### src/rtl/cdr_scan_controller.sv
// Scan-chain sequencer for the CDR: serially loads a test pattern, optionally
// runs a capture window, and unloads the previous chain contents into result.
module cdr_scan_controller #(
  parameter int CHAIN_LEN      = 8,
  parameter int CAPTURE_CYCLES = 1
) (
  input  logic                 CLK,
  input  logic                 CoreIN_RESET,
  input  logic                 start,
  input  logic                 shift_only,
  input  logic                 abort,
  input  logic [CHAIN_LEN-1:0] pattern,
  input  logic                 chain_so,
  output logic                 chain_si,
  output logic                 se,
  output logic                 ready,
  output logic [CHAIN_LEN-1:0] result,
  output logic                 result_valid
);

  localparam int CNT_W = $clog2(CHAIN_LEN);
  localparam int CAP_W = $clog2(CAPTURE_CYCLES + 1);
  localparam logic [CNT_W-1:0] BIT_LAST = CNT_W'(CHAIN_LEN - 1);
  localparam logic [CAP_W-1:0] CAP_LAST = CAP_W'(CAPTURE_CYCLES - 1);

  typedef enum logic [1:0] {IDLE, SHIFT, CAPTURE, DONE} state_t;

  state_t               state_q, state_d;
  logic [CHAIN_LEN-1:0] patSh_q, patSh_d;
  logic [CHAIN_LEN-1:0] unl_q, unl_d;
  logic [CHAIN_LEN-1:0] result_q, result_d;
  logic [CNT_W-1:0]     bitCnt_q, bitCnt_d;
  logic [CAP_W-1:0]     capCnt_q, capCnt_d;
  logic                 shiftOnly_q, shiftOnly_d;
  logic                 resultValid_q, resultValid_d;

  always_ff @(posedge CLK) begin
    if (!CoreIN_RESET) begin
      state_q       <= IDLE;
      patSh_q       <= '0;
      unl_q         <= '0;
      result_q      <= '0;
      bitCnt_q      <= '0;
      capCnt_q      <= '0;
      shiftOnly_q   <= 1'b0;
      resultValid_q <= 1'b0;
    end else begin
      state_q       <= state_d;
      patSh_q       <= patSh_d;
      unl_q         <= unl_d;
      result_q      <= result_d;
      bitCnt_q      <= bitCnt_d;
      capCnt_q      <= capCnt_d;
      shiftOnly_q   <= shiftOnly_d;
      resultValid_q <= resultValid_d;
    end
  end

  // Abort beats both a fresh start and shift/capture completion; DONE ignores it.
  always_comb begin
    state_d       = state_q;
    patSh_d       = patSh_q;
    unl_d         = unl_q;
    result_d      = result_q;
    bitCnt_d      = bitCnt_q;
    capCnt_d      = capCnt_q;
    shiftOnly_d   = shiftOnly_q;
    resultValid_d = 1'b0;
    case (state_q)
      IDLE: begin
        if (start && !abort) begin
          patSh_d     = pattern;
          shiftOnly_d = shift_only;
          bitCnt_d    = '0;
          state_d     = SHIFT;
        end
      end
      SHIFT: begin
        if (abort) begin
          state_d = IDLE;
        end else begin
          patSh_d = {patSh_q[CHAIN_LEN-2:0], 1'b0};
          unl_d   = {unl_q[CHAIN_LEN-2:0], chain_so};
          if (bitCnt_q == BIT_LAST) begin
            capCnt_d = '0;
            state_d  = shiftOnly_q ? DONE : CAPTURE;
          end else begin
            bitCnt_d = bitCnt_q + CNT_W'(1);
          end
        end
      end
      CAPTURE: begin
        if (abort) begin
          state_d = IDLE;
        end else if (capCnt_q == CAP_LAST) begin
          state_d = DONE;
        end else begin
          capCnt_d = capCnt_q + CAP_W'(1);
        end
      end
      DONE: begin
        result_d      = unl_q;
        resultValid_d = 1'b1;
        state_d       = IDLE;
      end
      default: state_d = IDLE;
    endcase
  end

  assign se           = (state_q == SHIFT);
  assign ready        = (state_q == IDLE);
  assign chain_si     = (state_q == SHIFT) & patSh_q[CHAIN_LEN-1];
  assign result       = result_q;
  assign result_valid = resultValid_q;

endmodule
### config.mk
export PLATFORM = sky130hd
export DESIGN_NAME = cdr_scan_controller
export DESIGN_NICKNAME = d
export VERILOG_FILES = /design/src/rtl/cdr_scan_controller.sv
export SDC_FILE = /design/constraint.sdc
export NUM_CORES = 1
export LEC_CHECK = 0
export CORE_MARGIN = 3
export CORE_UTILIZATION = 40
export CTS_BUF_LIST = sky130_fd_sc_hd__clkbuf_8
export CTS_CLUSTER_DIAMETER = 50
export DETAILED_ROUTE_END_ITERATION = 16
export GPL_TIMING_DRIVEN = 0
export SLEW_MARGIN = 25
export SYNTH_ARGS = -nofsm -noshare
export SYNTH_HDL_FRONTEND = slang
export SYNTH_SLANG_ARGS = --single-unit
### constraint.sdc
create_clock -name CLK -period 1.9 [get_ports CLK]
set_input_delay 0.38 -clock CLK [delete_from_list [all_inputs] [get_ports CLK]]
set_output_delay 0.38 -clock CLK [all_outputs]
set_load 0.01 [all_outputs]
==> results of run 1 <==
## kinds of logic after synthesis
| group | after synthesis | share of synthesized area |
|---|---|---|
| AND/OR/NAND/NOR | 65 | 0.219 |
| adder cells (fa/ha/maj) | 2 | 0.0183 |
| AO/OA/AOI/OAI | 42 | 0.211 |
| flip-flops | 31 | 0.455 |
| multiplexers | 4 | 0.0293 |
| buffers and inverters | 16 | 0.0678 |
## Yosys cell counts (all sizes together) (2+ instances only)
library cell / number / area share
mux2i: 4 / 0.029
and2: 2 / 0.011
dfxtp: 31 / 0.45
ha: 2 / 0.018
a21oi: 24 / 0.088
a311oi: 7 / 0.077
clkbuf: 5 / 0.014
nor3: 2 / 0.0073
o21ai: 8 / 0.029
nand2b: 2 / 0.0092
nand3: 11 / 0.040
nor2: 5 / 0.014
buf: 9 / 0.049
nor2b: 3 / 0.014
nand2: 36 / 0.099
## per-stage QoR
stage	area, µm²	hold WS (ns)
finish	1780	0.418
global route	1780	0.429
CTS	1780	0.412
detailed placement	1660	0.446
global placement	1660	0.443
floorplan	1370	0.442
## power by group
group	internal, mW	switching, mW
registers	0.666	0.00854
logic	0.0661	0.0734
clock network	0.424	0.249
total	1.16	0.331
## worst max-delay path: cells and delay by family (launching register included)
kind | cells | cell delay [ns]
buffers and inverters | 4 | 0.69
flip-flops | 1 | 0.30
AND/OR/NAND/NOR | 1 | 0.14
## final cells by class
class / count / area (µm²)
plain buffers: 13 / 85.1
clock buffers: 6 / 82.6
clock inverters: 2 / 35.0
fillers: 318 / 1380
inverters: 2 / 12.5
multi-input cells: 113 / 652
flip-flops and latches: 31 / 621
well taps: 44 / 55.1
repair buffers: 24 / 233
## state kept, by name, indices dropped and copies added (netlist names)
signal	flops
patSh_q	8
result	8
result_valid	1
bitCnt_q	3
shiftOnly_q	1
state_q	2
unl_q	8
## per-layer routing
layer | track usage | up-vias
li1 | - | 611
met1 | 0.226 | 549
met2 | 0.240 | 31
met3 | 0.0555 | 5
met4 | 0.0712 | 0
met5 | 0 | -
## what timing repair did
item | 4_1_cts | 5_1_grt
gates resized for setup | 10 | 1
setup endpoints to repair | 3 | 1
endpoints found under the hold margin | 0 | 0
## worst max-delay path by stage
| stage | startpoint | end | depth (start not counted) |
|---|---|---|---|
| floorplan | state_q[1]$_SDFFE_PN0P_ | chain_si | 6 |
| global placement | state_q[1]$_SDFFE_PN0P_ | chain_si | 7 |
| detailed placement | state_q[1]$_SDFFE_PN0P_ | chain_si | 7 |
| CTS | state_q[1]$_SDFFE_PN0P_ | chain_si | 6 |
| global route | state_q[1]$_SDFFE_PN0P_ | se | 5 |
| finish | state_q[1]$_SDFFE_PN0P_ | se | 5 |
==> run metrics, run 1 <==
power per standard cell area=837 nW/µm²; most prevalent standard cell on the critical path=sky130_fd_sc_hd__buf_4; DRT Wirelength=2980 µm; peak clock frequency supported by timing=556 MHz; Max Buffers Root-to-Sink=2; commonest non-fill, non-tap cells in the layout=36 x sky130_fd_sc_hd__nand2_1, 31 x sky130_fd_sc_hd__dfxtp_1, 24 x sky130_fd_sc_hd__a21oi_1, 21 x sky130_fd_sc_hd__clkdlybuf4s50_1, 11 x sky130_fd_sc_hd__nand3_1; portion of the post-synthesis area used by sequential elements=0.455; post-route minimum period=between 1.5 and 2 ns; wire length per cell=between 10 and 15 µm; maximum level of the CTS H-tree=2; final cycle utilization of the critical path=0.946; number of warnings issued by yosys=0; Vias per Instance=about 5; post-DP HPWL=2130 µm; violation count after the first detailed-routing iteration=76; area of the mapped netlist=1370 µm²; gpl congestion=0.773; Core Footprint=between 3000 and 4000 µm²; Syn-to-layout area delta=30.1%; total routing usage reported by global routing=0.166; Hold Path Depth=3; type of destination of the critical path=primary output; horizontal extent of the die=64.4 µm; RSZ-0062 raised after global routing=no; most common library cell in the layout ignoring fill and taps=sky130_fd_sc_hd__nand2_1; fraction of layout cells with a size suffix above 1=0.152; clock insertion delay at the later pin of the skew report=~0.28 ns; final total negative setup slack=0 ns; Top FF cell, synth=sky130_fd_sc_hd__dfxtp_1; total power=about 1.5 mW; outcome=complete, no violations; static leakage=roughly 0.64 nW; classification of the worst-slack hold path=in2reg; cells after synthesis=between 150 and 200; Detail Route met3 WL=approximately 190 µm; effective utilization at floorplan=0.433; synthesized netlist net count=176; arrival time reported for the critical path endpoint=~1.4 ns; required time reported for the critical path endpoint=1.52 ns; CTS tree=yes; count of inserted antenna diode cells=0; clock input transition at the sequential cells of the worst setup and hold paths=0.06 ns; maximum cell stage delay along the critical path=approximately 0.30 ns; die area=4150 µm²; beginning of the worst register-to-register path=state_q[0]$_SDFFE_PN0P_; cells on worst reg2reg path=6; Peak supply drop=between 0.4 and 0.5 mV; worst setup slack after layout=roughly 0.10 ns; first-pass GRT wire length=5380 µm; Post-synth EDFFs=0; Slew Limit Fails=0; Crit-path slowest cell=sky130_fd_sc_hd__dfxtp_1; Critical Path Source Type=register; remaining max-slew budget at the tightest pin=0.680; crit-path cells=buf_4 > nand2b_1 > buf_4 > inv_6 > dlygate4sd2_1; reported max-cap violation count=0; CTS Root Cell=sky130_fd_sc_hd__clkbuf_8; hold worst-path end=bitCnt_q[2]$_SDFFE_PN0P_; count of final setup violators=0; distinct cell type count after synthesis=27; startpoint of the lowest-slack hold path=CoreIN_RESET; worst setup path category=reg2out; count of input and output buffers=24; number of hold buffers added after CTS=0; number of top-level pins=26; Layout Skew=0.00356 ns; fin cells=235; row count=20; clock net sink count=31; core occupancy in the finished layout=0.563; largest net degree at the start of global routing=13; detailed route wirelength on metal2=between 1000 and 1500 µm; DP Worst Slack=-0.131 ns; final hold viol count=0; number of buffers added for setup after CTS=0; Die H=64.4 µm; FFs w/ async S/R, synth=0; transition time at the pin with the least slew margin=0.478 ns; terminus of the critical flop-to-flop path=patSh_q[5]$_SDFFE_PN0P_; Met1 Routed Length=around 1500 µm; number of antenna violations at the first check in global routing=0; top sig layer=met4; number of global-route vias before repair=1,142; Synth Register Bits=31; Final Net Count=206; clock buffers created by TritonCTS=5; routed via count=1,196; worst-path fanout max=12; cell total after placement=228; number of DRC violations after detailed routing=0; final antenna-violating net count=0; first-pass iteration count of the detailed router=5; Mapped Avg Cell Area=about 8.5 µm²; remaining global-route overflow=0; setup slack of the most critical reg-to-reg path=0.53 ns
Power figures use the tool's default switching activity.
==> run 2: changes to the inputs <==
--- a/config.mk
+++ b/config.mk
@@ -5,12 +5,14 @@
 export SDC_FILE = /design/constraint.sdc
 export NUM_CORES = 1
 export LEC_CHECK = 0
-export CORE_MARGIN = 3
+export ABC_CLOCK_PERIOD_IN_PS = 1900
+export CORE_MARGIN = 5
 export CORE_UTILIZATION = 40
 export CTS_BUF_LIST = sky130_fd_sc_hd__clkbuf_8
 export CTS_CLUSTER_DIAMETER = 50
 export DETAILED_ROUTE_END_ITERATION = 16
 export GPL_TIMING_DRIVEN = 0
+export SKIP_CTS_REPAIR_TIMING = 1
 export SLEW_MARGIN = 25
 export SYNTH_ARGS = -nofsm -noshare
 export SYNTH_HDL_FRONTEND = slang
==> run 2 against run 1 <==
Net effect: maximum frequency is 1.0% lower; clock skew is essentially flat; clock power is essentially flat; via count grew 1.7%; global-route usage fell by 1.8 points; die area increased by 13%; flip-flop and latch count unchanged; first-iteration DRC count fell by 37%; sequential share of layout area is 0.65 points lower; power grew 0.34%; register-to-register slack got worse by 0.03 ns; hold slack improved by 0.012 ns; critical endpoint is now chain_si; largest cell class unchanged.
==> run metrics, run 2 (synthesized netlist as in run 1, its figures left out) <==
gpl congestion=0.796 (was 0.773); Core Footprint=3310 µm² (was 3150 µm²); met2 Track Usage GR=0.248 (was 0.240); Layout Skew=0.00326 ns (was 0.00356 ns); worst setup path category=reg2out (unchanged); first-pass GRT wire length=5180 µm (was 5380 µm); effective utilization at floorplan=0.412 (was 0.433); GRT busiest layer=met2 (unchanged); CTS Root Cell=sky130_fd_sc_hd__clkbuf_8 (unchanged); Peak supply drop=0.524 mV (was 0.460 mV); horizontal extent of the die=68.4 µm (was 64.4 µm); clock insertion delay at the later pin of the skew report=0.28 ns (about the same); Final Net Count=207 (was 206); transition time at the pin with the least slew margin=0.496 ns (was 0.478 ns); count of input and output buffers=24 (unchanged); Critical Path Source Type=register (unchanged); power per standard cell area=824 nW/µm² (was 837 nW/µm²); static leakage=0.671 nW (was 0.643 nW); most common library cell in the layout ignoring fill and taps=sky130_fd_sc_hd__nand2_1 (unchanged); first-pass iteration count of the detailed router=4 (was 5); peak clock frequency supported by timing=550 MHz (was 556 MHz); number of top-level pins=26 (unchanged); row count=21 (was 20); total routing usage reported by global routing=0.148 (was 0.166); commonest non-fill, non-tap cells in the layout=36 x sky130_fd_sc_hd__nand2_1, 31 x sky130_fd_sc_hd__dfxtp_1, 24 x sky130_fd_sc_hd__a21oi_1, 21 x sky130_fd_sc_hd__clkdlybuf4s50_1, 11 x sky130_fd_sc_hd__nand3_1 (unchanged); clock net sink count=31 (unchanged); violation count after the first detailed-routing iteration=48 (was 76); final cycle utilization of the critical path=0.956 (was 0.946); Slew Limit Fails=0 (unchanged); remaining max-slew budget at the tightest pin=0.669 (was 0.680); required time reported for the critical path endpoint=1.52 ns (about the same); count of final setup violators=0 (unchanged); number of DRC violations after detailed routing=0 (unchanged); die area=4680 µm² (was 4150 µm²); remaining global-route overflow=0 (unchanged); outcome=complete, no violations (unchanged); routed via count=1,216 (was 1,196); cell area after placement=1660 µm² (about the same); worst-path fanout max=10 (was 12); number of antenna violations at the first check in global routing=0 (unchanged); global-route met1 utilization=0.166 (was 0.226); type of destination of the critical path=primary output (unchanged); final worst hold slack=0.430 ns (was 0.418 ns); wire length per cell=12.6 µm (was 12.7 µm); clock buffers created by TritonCTS=5 (unchanged); maximum level of the CTS H-tree=2 (unchanged); clock input transition at the sequential cells of the worst setup and hold paths=0.07 ns (was 0.06 ns); final antenna-violating net count=0 (unchanged); reported max-cap violation count=0 (unchanged); DRT Wirelength=3010 µm (was 2980 µm); final hold viol count=0 (unchanged); Syn-to-layout area delta=32.5% (was 30.1%); Max Buffers Root-to-Sink=2 (unchanged); post-route minimum period=1.82 ns (was 1.80 ns); met3 usage=0.0443 (was 0.0555); fraction of layout cells with a size suffix above 1=0.161 (was 0.152); post-DP HPWL=2120 µm (was 2130 µm); arrival time reported for the critical path endpoint=1.44 ns (was 1.42 ns); count of inserted antenna diode cells=0 (unchanged); number of global-route vias before repair=1,199 (was 1,142); classification of the worst-slack hold path=in2reg (unchanged); Vias per Instance=5.11 (was 5.09); largest net degree at the start of global routing=11 (was 13); core occupancy in the finished layout=0.546 (was 0.563); CTS tree=yes (unchanged); Layout Cell Area excl Fill=1810 µm² (was 1780 µm²); Die H=68.4 µm (was 64.4 µm)
==> run 2: routing by layer <==
metal / vias to the layer above / part of all wire
li1: 610 / -
met1: 571 / 0.45
met2: 30 / 0.48
met3: 5 / 0.053
met4: 0 / 0.019
met5: - / 0
==> run 2: final timing paths <==
check,from,depth (start not counted),to,slack (ns)
setup / recovery,state_q[1]$_SDFFE_PN0P_,7,chain_si,0.08
hold / removal,CoreIN_RESET,3,bitCnt_q[1]$_SDFFE_PN0P_,0.43
setup reg to reg,state_q[0]$_SDFFE_PN0P_,6,patSh_q[3]$_SDFFE_PN0P_,0.50
hold reg to reg,result[2]$_SDFFE_PN0P_,2,result[2]$_SDFFE_PN0P_,0.45
==> run 2: area by class of cell <==
cell class | count | area [µm²]
Clock inverter | 2 | 35.0
Sequential cell | 31 | 621
Buffer | 14 | 104
Tap cell | 46 | 57.6
Clock buffer | 6 | 82.6
Fill cell | 336 | 1500
Inverter | 2 | 10.0
Multi-Input combinational cell | 113 | 659
Timing Repair Buffer | 24 | 240
==> run 2: report_power, final <==
part           total [mW]  switching (mW)  internal, mW
clock               0.672           0.248         0.424
combinational       0.145          0.0746        0.0707
sequential          0.674         0.00832         0.666
total                1.49           0.331          1.16
==> run 2: per-stage QoR <==
stage                     setup slack, ns  total power, mW  cells  setup TNS (ns)
after floorplan                     0.444            0.777    160               0
after global placement             -0.125            0.827    230          -0.137
after detailed placement           -0.130            0.829    230          -0.143
after CTS                          -0.450             1.50    238          -0.960
after global routing           -0.0000218             1.55    238      -0.0000218
final                              0.0833             1.49    238               0
==> run 2: worst max-delay path: stages, from the launching register on <==
cell and delay [ns]:
sky130_fd_sc_hd__dfxtp_1 0.31, sky130_fd_sc_hd__buf_4 0.14, sky130_fd_sc_hd__nand2b_4 0.13, sky130_fd_sc_hd__buf_6 0.12, sky130_fd_sc_hd__inv_4 0.04, sky130_fd_sc_hd__buf_8 0.13, sky130_fd_sc_hd__and2_1 0.15, sky130_fd_sc_hd__buf_2 0.13
